## config.mk

```make
export PLATFORM = sky130hd
export DESIGN_NAME = img_window_renderer
export DESIGN_NICKNAME = d
export VERILOG_FILES = /design/src/rtl/img_render_pkg.sv /design/src/rtl/pix_delay_line.sv /design/src/rtl/img_window_renderer.sv
export SDC_FILE = /design/constraint.sdc
export NUM_CORES = 1
export LEC_CHECK = 0
export BUFFER_PORTS_ARGS = -buffer_cell sky130_fd_sc_hd__buf_2
export CAP_MARGIN = 20
export CORE_ASPECT_RATIO = 1.2
export CORE_MARGIN = 5
export CORE_UTILIZATION = 59
export CTS_CLUSTER_DIAMETER = 100
export DETAILED_ROUTE_END_ITERATION = 6
export PLACE_DENSITY = 0.84
export SYNTH_ARGS = -nofsm -noshare
export SYNTH_HDL_FRONTEND = slang
export SYNTH_SLANG_ARGS = --single-unit
```

## constraint.sdc

```tcl
create_clock -name clk -period 7.4 [get_ports clk]
set_input_delay 1.48 -clock clk [delete_from_list [all_inputs] [get_ports clk]]
set_output_delay 1.48 -clock clk [all_outputs]
set_load 0.03 [all_outputs]
```

## src/rtl/img_render_pkg.sv

```systemverilog
// Shared types and constants for the image window renderer: display modes,
// the mode resolution table and the black pixel value.
package img_render_pkg;

    typedef enum logic [1:0] {
        MODE_640  = 2'd0,
        MODE_800  = 2'd1,
        MODE_1024 = 2'd2
    } mode_e;

    localparam int H_RES_TBL [3] = '{640, 800, 1024};
    localparam int V_RES_TBL [3] = '{480, 600, 768};

    localparam int BLACK = 0;

    function automatic int h_res(input mode_e m);
        case (m)
            MODE_800:  return H_RES_TBL[1];
            MODE_1024: return H_RES_TBL[2];
            default:   return H_RES_TBL[0];
        endcase
    endfunction

    function automatic int v_res(input mode_e m);
        case (m)
            MODE_800:  return V_RES_TBL[1];
            MODE_1024: return V_RES_TBL[2];
            default:   return V_RES_TBL[0];
        endcase
    endfunction

    // The unused select code 3 falls back to the 640x480 mode.
    function automatic mode_e sel_to_mode(input logic [1:0] s);
        case (s)
            2'd1:    return MODE_800;
            2'd2:    return MODE_1024;
            default: return MODE_640;
        endcase
    endfunction

endpackage

```

## src/rtl/pix_delay_line.sv

```systemverilog
// Generic WIDTH x DEPTH shift register with asynchronous active-low reset
// and a per-bit reset value; used to align sync/DE/window flags with RAM data.
module pix_delay_line #(
    parameter int               WIDTH   = 1,
    parameter int               DEPTH   = 1,
    parameter logic [WIDTH-1:0] RST_VAL = '0
) (
    input  logic             clk,
    input  logic             rst_n,
    input  logic [WIDTH-1:0] d_i,
    output logic [WIDTH-1:0] q_o
);

    genvar gi;
    generate
        for (gi = 0; gi < DEPTH; gi++) begin : g_stage
            logic [WIDTH-1:0] stage_q;
            logic [WIDTH-1:0] stage_d;

            if (gi == 0) begin : g_first
                assign stage_d = d_i;
            end else begin : g_next
                assign stage_d = g_stage[gi-1].stage_q;
            end

            always_ff @(posedge clk or negedge rst_n) begin
                if (!rst_n) begin
                    stage_q <= RST_VAL;
                end else begin
                    stage_q <= stage_d;
                end
            end
        end
    endgenerate

    assign q_o = g_stage[DEPTH-1].stage_q;

endmodule

```

## src/rtl/img_window_renderer.sv

```systemverilog
// Centres an IMG_W x IMG_H greyscale image on the active VGA mode, issues RAM
// addresses and emits RGB aligned with delayed sync/DE. Optional red ring: IMG_BORDER_EN.
module img_window_renderer
    import img_render_pkg::*;
#(
    parameter int IMG_W   = 224,
    parameter int IMG_H   = 224,
    parameter int DATA_W  = 8,
    parameter int CH_W    = 2,
    parameter int MEM_LAT = 2,
    parameter int ADDR_W  = 16
) (
    input  logic              clk,
    input  logic              rst_n,
    input  logic [1:0]        sel,
    input  logic              video_on,
    input  logic [10:0]       x_pix,
    input  logic [10:0]       y_pix,
    input  logic              hsync_in,
    input  logic              vsync_in,
    input  logic [DATA_W-1:0] data,
    output logic [ADDR_W-1:0] address,
    output logic              addr_valid,
    output logic [CH_W-1:0]   r,
    output logic [CH_W-1:0]   g,
    output logic [CH_W-1:0]   b,
    output logic              hsync_out,
    output logic              vsync_out,
    output logic              de_out
);

    if (IMG_W > 640 || IMG_H > 480 || MEM_LAT < 1 || CH_W > DATA_W ||
        (longint'(IMG_W) * longint'(IMG_H)) > (longint'(1) << ADDR_W)) begin : g_cfg_err
        $fatal(1, "img_window_renderer: illegal IMG_W/IMG_H/ADDR_W/MEM_LAT/CH_W");
    end

    localparam logic [ADDR_W-1:0] LAST_ADDR = ADDR_W'(IMG_W * IMG_H - 1);

`ifdef IMG_BORDER_EN
    localparam int DL_W = 5;
`else
    localparam int DL_W = 4;
`endif

    mode_e              mode_q, mode_d;
    logic               running_q, running_d;
    logic [ADDR_W-1:0]  cnt_q, cnt_d;
    logic [ADDR_W-1:0]  address_q, address_d, cur_addr;
    logic               addr_valid_q;
    logic [11:0]        x0, y0, x_end, y_end, xc, yc;
    logic               frame_start, in_win, at_origin;
    logic [DL_W-1:0]    dl_in, dl_out;
    logic               dl_win, dl_ring;
    logic [CH_W-1:0]    pix_val, r_d, g_d, b_d;
    logic [CH_W-1:0]    r_q, g_q, b_q;
    logic               hs_q, vs_q, de_q;
    logic               data_unused;

    assign data_unused = ^data;

    always_comb begin
        xc          = {1'b0, x_pix};
        yc          = {1'b0, y_pix};
        x0          = 12'((h_res(mode_q) - IMG_W) / 2);
        y0          = 12'((v_res(mode_q) - IMG_H) / 2);
        x_end       = x0 + 12'(IMG_W);
        y_end       = y0 + 12'(IMG_H);
        frame_start = (x_pix == 11'd0) && (y_pix == 11'd0);
        at_origin   = (xc == x0) && (yc == y0);
        // Nothing is drawn between reset release and the first frame start.
        in_win      = running_q && video_on && (xc >= x0) && (xc < x_end) &&
                      (yc >= y0) && (yc < y_end);
    end

    // Raster address by counting window pixels, reloaded at the window origin.
    always_comb begin
        mode_d    = frame_start ? sel_to_mode(sel) : mode_q;
        running_d = running_q | frame_start;
        cur_addr  = at_origin ? '0 : cnt_q;
        cnt_d     = cnt_q;
        address_d = '0;
        if (in_win) begin
            address_d = cur_addr;
            cnt_d     = (cur_addr == LAST_ADDR) ? '0 : cur_addr + ADDR_W'(1);
        end
    end

    always_ff @(posedge clk or negedge rst_n) begin
        if (!rst_n) begin
            mode_q       <= MODE_640;
            running_q    <= 1'b0;
            cnt_q        <= '0;
            address_q    <= '0;
            addr_valid_q <= 1'b0;
        end else begin
            mode_q       <= mode_d;
            running_q    <= running_d;
            cnt_q        <= cnt_d;
            address_q    <= address_d;
            addr_valid_q <= in_win;
        end
    end

`ifdef IMG_BORDER_EN
    logic in_ext, ring;
    assign in_ext  = running_q && video_on &&
                     (xc + 12'd1 >= x0) && (xc <= x_end) &&
                     (yc + 12'd1 >= y0) && (yc <= y_end);
    assign ring    = in_ext && !in_win;
    assign dl_in   = {ring, in_win, video_on, hsync_in, vsync_in};
    assign dl_ring = dl_out[4];
`else
    assign dl_in   = {in_win, video_on, hsync_in, vsync_in};
    assign dl_ring = 1'b0;
`endif

    // One cycle short of the full latency: the output register supplies the last.
    pix_delay_line #(
        .WIDTH   (DL_W),
        .DEPTH   (MEM_LAT + 1),
        .RST_VAL (DL_W'(4'b0011))
    ) u_delay (
        .clk   (clk),
        .rst_n (rst_n),
        .d_i   (dl_in),
        .q_o   (dl_out)
    );

    assign dl_win = dl_out[3];

    always_comb begin
        pix_val = data[DATA_W-1 -: CH_W];
        r_d     = CH_W'(BLACK);
        g_d     = CH_W'(BLACK);
        b_d     = CH_W'(BLACK);
        if (dl_win) begin
            r_d = pix_val;
            g_d = pix_val;
            b_d = pix_val;
        end else if (dl_ring) begin
            r_d = '1;
        end
    end

    always_ff @(posedge clk or negedge rst_n) begin
        if (!rst_n) begin
            r_q  <= '0;
            g_q  <= '0;
            b_q  <= '0;
            de_q <= 1'b0;
            hs_q <= 1'b1;
            vs_q <= 1'b1;
        end else begin
            r_q  <= r_d;
            g_q  <= g_d;
            b_q  <= b_d;
            de_q <= dl_out[2];
            hs_q <= dl_out[1];
            vs_q <= dl_out[0];
        end
    end

    assign address    = address_q;
    assign addr_valid = addr_valid_q;
    assign r          = r_q;
    assign g          = g_q;
    assign b          = b_q;
    assign de_out     = de_q;
    assign hsync_out  = hs_q;
    assign vsync_out  = vs_q;

endmodule

```

Word-level counts from Yosys, hierarchy flattened --
Index checks and enable logic that the tools add are counted.
Cells by class: add/sub/neg operators 7, magnitude comparators 4, equality and inequality tests 7, multiplexer cells 7, bitwise logic cells 3, reduce and logical (&&, ||, !) cells 9
Operators with widths (number):
- $mux 16 | 3
- $add 12x1->12 | 2
- $add 12x8->12 const B | 2
- $eq 11x12->1 | 2
- $ge 11x12->1 | 2
- $lt 11x12->1 | 2
- $logic_not 11->1 | 2
- $pmux 11 s2 | 1
- $pmux 10 s2 | 1
- $add 16x1->16 const B | 1
- $eq 16x16->1 const B | 1
- $sub 11x8->12 const B | 1
- $sub 10x8->11 const B | 1
- $logic_and 1x1->1 | 7
- $eq 2x1->1 const B | 2
- $eq 2x2->1 const B | 2
- $pmux 2 s2 | 1
- $and 1x1->1 | 2
- $mux 2 | 1
- $or 1x1->1 | 1
Word-level totals: register bits 53, output and inout bits 26

Logic depth before layout (Yosys ltp) --
Gate-level depths: netlist of the first run.
depth after elaboration 11, gate-level depth with buffers 16

By module --
From an unflattened synthesis of the first run, not the netlist that was laid out.
Second synthesis, totals: cells, all modules 294, area total of the unflattened synthesis 2954.1 µm²
Modules (own cells, without submodules):
- img_window_renderer | instances 1, cells each 282, area an instance 2646.3 µm², sequential area each 1028.5 µm²
- pix_delay_line | instances 1, cells each 12, area an instance 307.8 µm², sequential area each 307.8 µm²

Worst setup path before layout of the first run --
OpenSTA, ideal clock, no wires.
path type input port to flip-flop, start point input port x_pix[3], end point register cnt_q[9], arrival 4.053 ns, required time 7.322 ns, setup slack 3.270 ns, stages 12, path through or4_4 -> nor4_2 -> nand3_1 -> and2_1 -> ha_1 -> and2_1 -> nand3_1 -> nor3_1 -> clkbuf_1 -> or2_2 -> nor3_1 -> o2bb2ai_1
On the way: word-level cells in the longest chain between the ends 5, elaborated cells between the ends (all ways) 12, those cells by class add/sub: 1; order compare: 2; eq/ne: 2; mux: 2; reduce/logical: 5
Ends and longest elaborated chain:
- start: declaration | line img_window_renderer.sv:17 | input logic [10:0] x_pix,
- $eq 11x12->1 or $ge 11x12->1 (tied branches) | line img_window_renderer.sv:69, img_window_renderer.sv:71
- $logic_and 1x1->1 (on tied branches) | line img_window_renderer.sv:69, img_window_renderer.sv:71
- $mux 16 or $logic_and 1x1->1 (tied branches) | line img_window_renderer.sv:79, img_window_renderer.sv:71
- $add 16x1->16 (tied with other cells) | line img_window_renderer.sv:84 | cnt_d = (cur_addr == LAST_ADDR) ? '0 : cur_addr + ADDR_W'(1);
- $mux 16 or $logic_and 1x1->1 (tied branches) | line img_window_renderer.sv:84, img_window_renderer.sv:72
- end signal: assignment | line img_window_renderer.sv:98 | cnt_q <= cnt_d;
- end: declaration | line img_window_renderer.sv:47 | logic [ADDR_W-1:0] cnt_q, cnt_d;
Parallel ways exist; a longest one is shown, timed or not. A chain may end at the register's enable or synchronous reset.

Final worst setup path of the first run --
start point input port x_pix[3], end point register cnt_q[4]
Same word-level chain as after synthesis.

==> qor.yml, run 1 <==
port_buffers: 56
worstSetupStartpointType: "input pin"
slew_viol_final: 0
grt_pass1_vias: 2374
fin_cells: 392
min_period_ps: 4399
final_nets: 401
grt_max_degree: 53
start_util: 0.6025
finalSetupViolations: 0
cts_resized: 0
antenna_found_initial: 0
placementRows: 28
synthTopCellsByArea: "dfrtp_1, ha_1, dfstp_2"
cts_setup_buffers: 0
setup_slack_ps: 3001
required_ps: 7660
crit_arrival_ps: 4660
wire_per_inst_um: 15.71
synthesis.area_mm2: 0.002934
ys_seq_area_frac: 0.4469
hold_violations: 0
fin_worst_skew_ps: 9.863
synth_most_common_cell: "dfrtp_1"
grt_first_pass_wirelength_mm: 10.21
placedCellCount: 383
status: "completed"
post-route-util: 0.6881
cts-root-buf: "clkbuf_8"
holdWs_ps: 352.6
gp_congestion: 0.8989
via_count: 2328
hold_path_class: "reg2reg"
synth_cells: 278
rsz0062_at_grt: "no"
hpwl_mm: 4.704
synth_edf_count: 0
synthDominantCellAreaShare: 0.3753
maxSlewHeadroom: 0.5760
max_freq_mhz: 227.3
drive_gt1_frac: 0.2470
powerDensity_mw_per_mm2: 157.8
drc_errors: 0
fp.dieH_um: 87.25
area_delta_synth_final_pct: 14.20
syn_area_per_cell_um2: 10.55
vdd_drop_max_v: 0.0001093
synth_seq_cells: 52
pre_cts_slack_ps: 2696
vias_per_cell: 5.939
ys_warn_count: 0
setup.worst_path.end_class: "flop"
cts_buffers: 5
cts_tree: "built"
yosys.area.top_type: "dfrtp_1"
routed_wl_mm: 6.158
tightest_slew_ps: 635.4
cap_viol_max_count: 0
drt_iter0_markers: 155
ant_nets: 0
tns_ps: 0
clockBufferDepth: 2
clk_pin_slew_ps: 90
p_leak_uw: 0.001650
synth_common_cells: "dfrtp_1, ha_1, and2_1"
postCtsHoldBufs: 0
dieArea_mm2: 0.006489
die_w_um: 74.38
synth_ff_type: "dfrtp_1"
core_area_mm2: 0.004870
yosysUniqueCellTypes: 55
cp_max_fo: 12
clock_latency_ps: 310
firstDrtPassIters: 4
cts_max_level: 2
ios: 63
async_reset_ff_frac: 1.000
clock_sinks: 52
fin_crit_sh: 0.5945
worstSetupPathType: "in2reg"
grt.total_usage: 0.2019
grt-ovfl-total: 0
diodes: 0
-- cell type report --
type,count,area (um2)
multi-input combinational,203,1504
fill,386,1519
sequential,52,1311
clock buffer,6,72.57
inverter,11,41.29
clock inverter,2,38.79
tap,60,75.07
timing repair buffer,58,307.8
-- cells by family (layout without fill, tap and decap cells) --
family          Yosys count  in the layout  share of synthesized area
simple gates            109            109                     0.2124
buf+inv                  24             77                    0.04179
flops                    52             52                     0.4469
fa+ha+maj                33             33                     0.1407
other cells               1              2                   0.001278
compound gates           57             57                     0.1493
mux                       2              2                   0.007675
-- flip-flops by register name, indices dropped and copies added, names as in the netlist --
register                 cells
address                     16
cnt_q                       16
hsync_out                    1
vsync_out                    1
mode_q                       2
de_out                       1
u_delay.g_stage.stage_q      7
b                            2
addr_valid                   1
running_q                    1
u_delay.q_o                  4
-- through the flow --
step / total power (uW) / cell area, um2
after floorplan: 315.5 / 2938
after global placement: 335.9 / 3219
after detailed placement: 338.4 / 3219
after CTS: 532.6 / 3331
after global routing: 548.6 / 3351
final: 528.7 / 3351
-- final timing paths --
| kind | from | endpoint | slack [ps] | cells past startpoint |
|---|---|---|---|---|
| setup / recovery | x_pix[3] | cnt_q[4] | 3000 | 13 |
| hold / removal | u_delay.q_o[2] | de_out | 350 | 0 |
| setup reg to reg | mode_q[0] | cnt_q[4] | 3420 | 16 |
| hold reg to reg | u_delay.q_o[2] | de_out | 350 | 0 |
| max in group asynchronous | rst_n | u_delay.q_o[0] | 5840 | 2 |
| min in group asynchronous | rst_n | cnt_q[6] | 1020 | 1 |
-- report_power, final --
group	internal [uW]	leakage [uW]	switching, uW	total [uW]
clock	102	0.0000558	92.4	195
combinational	17.5	0.000925	26.7	44.2
sequential	289	0.000669	0.930	290
total	409	0.00165	120	529
-- cell usage in the layout, fill, tap and decap left out, types with 3 or more instances in the layout --
master,synthesis,layout
a22o_1,3,3
nand3_1,9,9
nor3_1,10,10
nand4_1,4,4
o21a_1,3,3
o21ai_0,9,9
or2_2,3,3
a211o_1,3,3
ha_1,33,33
a211oi_1,5,5
a311oi_1,3,3
or4_1,4,4
inv_1,10,10
nor4_1,4,4
nand3b_1,3,3
buf_2,2,56
and2_1,21,21
nor2b_1,3,3
nor2_1,14,14
dfstp_2,8,8
o31ai_1,13,13
nand2_1,14,14
dfrtp_1,44,44
clkbuf_8,0,5
and3_1,6,6
a21oi_1,3,3
-- worst max-delay path: stages --
cell     delay (ps)
buf_2           100
or4_4           530
nor4_2          300
nand3_1         360
and2_1          280
ha_1            210
and2_1          190
nand3_1         190
nor3_1           80
buf_4           180
or4_1           480
nor3_1          140
a211o_1         120
-- routing by layer --
metal | share of wire | vias to the layer above | routed length [um] | track usage
li1 | - | 1125 | - | -
met1 | 0.37 | 1111 | 2302 | 0.2227
met2 | 0.55 | 79 | 3362 | 0.3757
met3 | 0.056 | 13 | 344 | 0.02887
met4 | 0.024 | 0 | 149 | 0.08576
met5 | 0 | - | 0 | 0
No activity file was read; power rests on OpenSTA's default activity.
==> inputs of run 2 (changes only) <==
Settings changed: CORE_UTILIZATION 59 to 49, PLACE_DENSITY 0.84 to 0.75.
Clock period 7.4 ns to 3.85 ns, I/O delays scaled along.
==> qor.yml, run 2 (synthesized netlist as in run 1, its figures left out) <==
firstDrtPassIters: 4  # unchanged
start_util: 0.4944  # was 0.6025
fin_worst_skew_ps: 6.541  # was 9.863 ps
ios: 63  # unchanged
grt-ovfl-total: 0  # unchanged
area_delta_synth_final_pct: 16.80  # was 14.20%
grt_pass1_vias: 2386  # was 2374
drt_iter0_markers: 140  # was 155
rr_worst_depth: 16  # unchanged
hp-start: "u_delay.g_stage[1].stage_q[2]"  # was u_delay.q_o[2]
clk_pin_slew_ps: 90  # about the same
power.switching_uw: 231.0  # was 120.0 uW
routed_wl_mm: 6.023  # was 6.158 mm
worstSetupPathType: "reg2reg"  # was in2reg
placedCellCount: 416  # was 383
vias_per_cell: 5.505  # was 5.939
cts_buffers: 5  # unchanged
diodes: 0  # unchanged
drc_errors: 0  # unchanged
seq_power_share: 0.587  # was 0.548
cp_max_fo: 8  # was 12
placementRows: 31  # was 28
hold_path_class: "reg2reg"  # unchanged
cts_resized: 0  # unchanged
maxSlewHeadroom: 0.4366  # was 0.5760
clkPwrFrac: 0.323  # was 0.368
clock_latency_ps: 310  # about the same
cts_max_level: 2  # unchanged
required_ps: 4100  # was 7660 ps
layout_commonest_cell: "buf_2"  # unchanged
mostFrequentLayoutCells: "buf_2, dfrtp_1, ha_1"  # unchanged
drive_gt1_frac: 0.2778  # was 0.2470
crit_arrival_ps: 3820  # was 4660 ps
grt_first_pass_wirelength_mm: 10.23  # was 10.21 mm
die_w_um: 80.64  # was 74.38 um
grt_max_degree: 40  # was 53
grt.total_usage: 0.1693  # was 0.2019
placed_area_mm2: 0.003329  # was 0.003219 mm2
port_buffers: 56  # unchanged
max_freq_mhz: 280.1
cap_viol_max_count: 0  # unchanged
antenna_found_initial: 0  # unchanged
p_int_uw: 718.3  # was 408.6 uW
worstReg2RegStart: "mode_q[0]"  # unchanged
slew_viol_final: 0  # unchanged
via_count: 2334  # was 2328
setup_slack_ps: 280.0  # was 3001 ps
ant_nets: 0  # unchanged
core_area_mm2: 0.005934  # was 0.004870 mm2
wire_per_inst_um: 14.21  # was 15.71 um
tightest_slew_ps: 845.1  # was 635.4 ps
clock_sinks: 52  # unchanged
tns_ps: 0  # unchanged
clockBufferDepth: 2  # unchanged
p_leak_uw: 0.001685  # was 0.001650 uW
setup.worst_path.end_class: "flop"  # unchanged
fp.dieH_um: 94.77  # was 87.25 um
hold_violations: 0  # unchanged
holdWs_ps: 352.9  # was 352.6 ps
final_nets: 411  # was 401
fin_cells: 424  # was 392
rsz0062_at_grt: "no"  # unchanged
cts_tree: "built"  # unchanged
finish.instance_area_mm2: 0.003427  # was 0.003351 mm2
combPwrFrac: 0.090  # was 0.084
dieArea_mm2: 0.007642  # was 0.006489 mm2
hold_depth: 0  # unchanged
postCtsHoldBufs: 0  # unchanged
worstSetupStartpointType: "flop"  # was input pin
fin_crit_sh: 0.9273
startpoint: "mode_q[0]"  # was x_pix[3]
min_period_ps: 3570
powerDensity_mw_per_mm2: 277.0  # was 157.8 mW/mm2
status: "completed"  # unchanged
gp_congestion: 0.8923  # was 0.8989
pre_cts_slack_ps: 225.6  # was 2696 ps
hpwl_mm: 4.712  # was 4.704 mm
finalSetupViolations: 0  # unchanged
cts_setup_buffers: 0  # unchanged
vdd_drop_max_v: 0.0001408  # was 0.0001093 V
cts-root-buf: "clkbuf_8"  # unchanged
p_sw_frac: 0.2433  # was 0.2271
## run 2: cell types whose count changed in the layout (fill, tap and decap cells not counted), sizes merged
| cell | before | now |
|---|---|---|
| clkinv | 0 | 1 |
| clkbuf | 6 | 5 |
| bufinv | 1 | 0 |
| buf | 58 | 68 |
| clkinvlp | 0 | 1 |
## run 2: critical path, stage by stage, from the launching register on
cell and delay [ps]:
dfrtp_1 400, inv_1 90, ha_2 410, nand2_1 80
ha_1 300, nand4b_1 160, nor3_1 260, nand3_1 190
and2_1 210, ha_1 210, and2_1 160, nand3_1 90
nor3_1 70, buf_4 170, or4_1 460, nor3_1 140
a211o_1 110
## run 2: final cells by class
cell class	count	area, um2
Fill cell	530	2507
Timing Repair Buffer	68	370.4
Multi-Input combinational cell	203	1511
Clock inverter	3	21.27
Sequential cell	52	1311
Tap cell	82	102.6
Inverter	11	41.29
Clock buffer	5	68.82
## run 2: through the flow
stage	total power, uW	utilization
6_report	949.2	0.5775
5_1_grt	991.9	0.5775
4_1_cts	958.3	0.5762
3_5_place_dp	653.3	0.5610
3_3_place_gp	649.8	0.5610
2_1_floorplan	606.4	-
## run 2: power groups by stage
stage / sequential [uW] / clock [uW] / combinational, uW
floorplan: 571 / 0 / 35.5
global placement: 567 / 0 / 82.8
detailed placement: 567 / 0 / 85.9
CTS: 557 / 315 / 86.3
global route: 558 / 336 / 98.7
finish: 557 / 307 / 85.8
## run 2: worst paths after layout
path / end / slack, ps
setup / recovery: cnt_q[4] / 280
hold / removal: u_delay.q_o[2] / 350
setup reg to reg: cnt_q[4] / 280
hold reg to reg: u_delay.q_o[2] / 350
max in group asynchronous: u_delay.q_o[0] / 2520
min in group asynchronous: cnt_q[3] / 560
## run 2: routing by layer
metal  track usage  vias up  part of all wire
met5             0        -                 0
met4       0.07887        0             0.029
met3       0.02481       13             0.041
met2        0.3170       57              0.53
met1        0.1847     1123              0.40
li1              -     1141                 -
==> inputs of run 3 (changes only) <==
--- a/config.mk
+++ b/config.mk
@@ -14,4 +14,6 @@
 export DETAILED_ROUTE_END_ITERATION = 6
 export PLACE_DENSITY = 0.75
+export RECOVER_POWER = 50
+export SLEW_MARGIN = 20
 export SYNTH_ARGS = -nofsm -noshare
 export SYNTH_HDL_FRONTEND = slang
==> constraint.sdc (replaced) <==
create_clock -name clk -period 3.85 [get_ports clk]
set_input_delay 0 -clock clk [delete_from_list [all_inputs] [get_ports clk]]
set_output_delay 0 -clock clk [all_outputs]
set_load 0.03 [all_outputs]
==> qor.yml, run 3 (synthesized netlist as in run 1, its figures left out) <==
hp-start: "y_pix[1]"  # was u_delay.g_stage[1].stage_q[2]
port_buffers: 56  # unchanged
maxSlewHeadroom: -0.7085  # was 0.4366
clkPwrFrac: 0.321  # was 0.323
fin_crit_sh: 0.9253  # was 0.9273
die_w_um: 80.64  # unchanged
final_nets: 419  # was 411
grt_first_pass_wirelength_mm: 10.20  # was 10.23 mm
clockBufferDepth: 2  # unchanged
crit_arrival_ps: 3750  # was 3820 ps
cts-root-buf: "clkbuf_8"  # unchanged
worstSetupPathType: "reg2reg"  # unchanged
grt-ovfl-total: 0  # unchanged
start_util: 0.4944  # unchanged
diodes: 0  # unchanged
clock_latency_ps: 300  # was 310 ps
drc_errors: 0  # unchanged
clock_sinks: 52  # unchanged
antenna_found_initial: 0  # unchanged
p_leak_uw: 0.001708  # was 0.001685 uW
cts_max_level: 2  # unchanged
cp_max_fo: 7  # was 8
status: "finished with violations"  # was completed
nFillCells: 513  # was 530
cts_buffers: 5  # unchanged
cts_setup_buffers: 0  # unchanged
p_int_uw: 722.8  # was 718.3 uW
cap_viol_max_count: 1  # was 0
pre_cts_slack_ps: 353.5  # was 225.6 ps
via_count: 2387  # was 2334
drive_gt1_frac: 0.2571  # was 0.2778
layout_commonest_cell: "buf_2"  # unchanged
cts_tree: "built"  # unchanged
vias_per_cell: 5.525  # was 5.505
rsz0062_at_grt: "no"  # unchanged
worstReg2RegStart: "mode_q[0]"  # unchanged
fin_worst_skew_ps: 5.516  # was 6.541 ps
worstSetupStartpointType: "flop"  # unchanged
combPwrFrac: 0.095  # was 0.090
grt.total_usage: 0.1691  # was 0.1693
clk_pin_slew_ps: 90  # about the same
max_freq_mhz: 280.7  # was 280.1 MHz
fp.dieH_um: 94.77  # unchanged
required_ps: 4040  # was 4100 ps
dieArea_mm2: 0.007642  # unchanged
mostFrequentLayoutCells: "buf_2, dfrtp_1, ha_1"  # unchanged
postCtsHoldBufs: 9  # was 0
p_sw_frac: 0.2428  # was 0.2433
hpwl_mm: 4.736  # was 4.712 mm
wire_per_inst_um: 14.28  # was 14.21 um
ant_nets: 0  # unchanged
vdd_drop_max_v: 0.0001438  # was 0.0001408 V
cts_resized: 0  # unchanged
seq_power_share: 0.584  # was 0.587
powerDensity_mw_per_mm2: 272.8  # was 277.0 mW/mm2
tns_ps: 0  # unchanged
area_delta_synth_final_pct: 19.28  # was 16.80%
placementRows: 31  # unchanged
startpoint: "mode_q[0]"  # unchanged
slew_viol_final: 53  # was 0
grt_max_degree: 53  # was 40
grt_pass1_vias: 2308  # was 2386
tightest_slew_ps: 2563  # was 845.1 ps
setup_slack_ps: 287.5  # was 280.0 ps
hold_violations: 0  # unchanged
hold_path_class: "in2reg"  # was reg2reg
drt_iter0_markers: 152  # was 140
setup.worst_path.end_class: "flop"  # unchanged
holdWs_ps: 267.5  # was 352.9 ps
ios: 63  # unchanged
finalSetupViolations: 0  # unchanged
core_area_mm2: 0.005934  # unchanged
firstDrtPassIters: 5  # was 4
ff_latch_area_mm2: 0.001311  # unchanged
power.switching_uw: 231.8  # was 231.0 uW
routed_wl_mm: 6.171  # was 6.023 mm
gp_congestion: 0.8557  # was 0.8923
violations: "capacitance limit, slew limit"
min_period_ps: 3562  # was 3570 ps
multiInputGateArea_mm2: 0.001504  # was 0.001511 mm2
## run 3: cell count changes in the layout (fill, tap and decap cells not counted)
cell / before / now
buf_2: 56 / 54
ha_1: 32 / 33
nor3_1: 9 / 10
buf_4: 12 / 11
nor3_2: 1 / 0
dlygate4sd3_1: 0 / 9
clkbuf_1: 0 / 2
ha_2: 1 / 0
## run 3: metrics by stage
stage	total power [uW]	cell area (um2)	cells	utilization
4_1_cts	965.1	3502	432	0.5901
5_1_grt	996.1	3500	432	0.5897
3_5_place_dp	652.8	3322	415	0.5598
2_1_floorplan	606.4	2938	279	-
6_report	954.6	3500	432	0.5897
3_3_place_gp	648.9	3322	415	0.5598
## run 3: critical path: stages (launching register included)
cell and delay, ps:
dfrtp_1 390, inv_1 80, ha_1 430, nand2_1 100, ha_1 300, nand4b_1 160
nor3_1 90, nand3_1 160, and2_1 160, ha_1 170, and2_1 150, nand3_1 90
nor3_1 350, buf_4 200, nor2_1 80, a211o_1 290, a22o_1 250
## run 3: power by group through the flow
stage | sequential (uW) | clock (uW) | combinational, uW
finish | 557 | 307 | 90.6
global route | 558 | 336 | 102
CTS | 557 | 316 | 91.7
detailed placement | 568 | 0 | 85.0
global placement | 567 | 0 | 81.8
floorplan | 571 | 0 | 35.5
## run 3: metal layers
metal  vias up  global-route usage  share of wire
li1       1157                   -              -
met1      1149              0.1864           0.39
met2        73              0.3294           0.55
met3         8             0.02099          0.052
met4         0             0.05352          0.015
met5         -                   0              0
## run 3: final cells by class
class | count | share of cell area
flip-flops and latches | 52 | 0.3747
multi-input cells | 203 | 0.4297
repair buffers | 76 | 0.1287
inverters | 11 | 0.01180
clock inverters | 3 | 0.006078
clock buffers | 5 | 0.01966
well taps | 82 | 0.02932
## run 3: path summary, 6_finish.rpt
path / slack [ps] / endpoint / cells after the start
min in group asynchronous: 1030 / address[8] / 2
min reg2reg: 350 / de_out / 0
max in group asynchronous: 1380 / u_delay.q_o[3] / 2
max: 290 / cnt_q[5] / 16
max reg2reg: 290 / cnt_q[5] / 16
min: 270 / mode_q[1] / 4
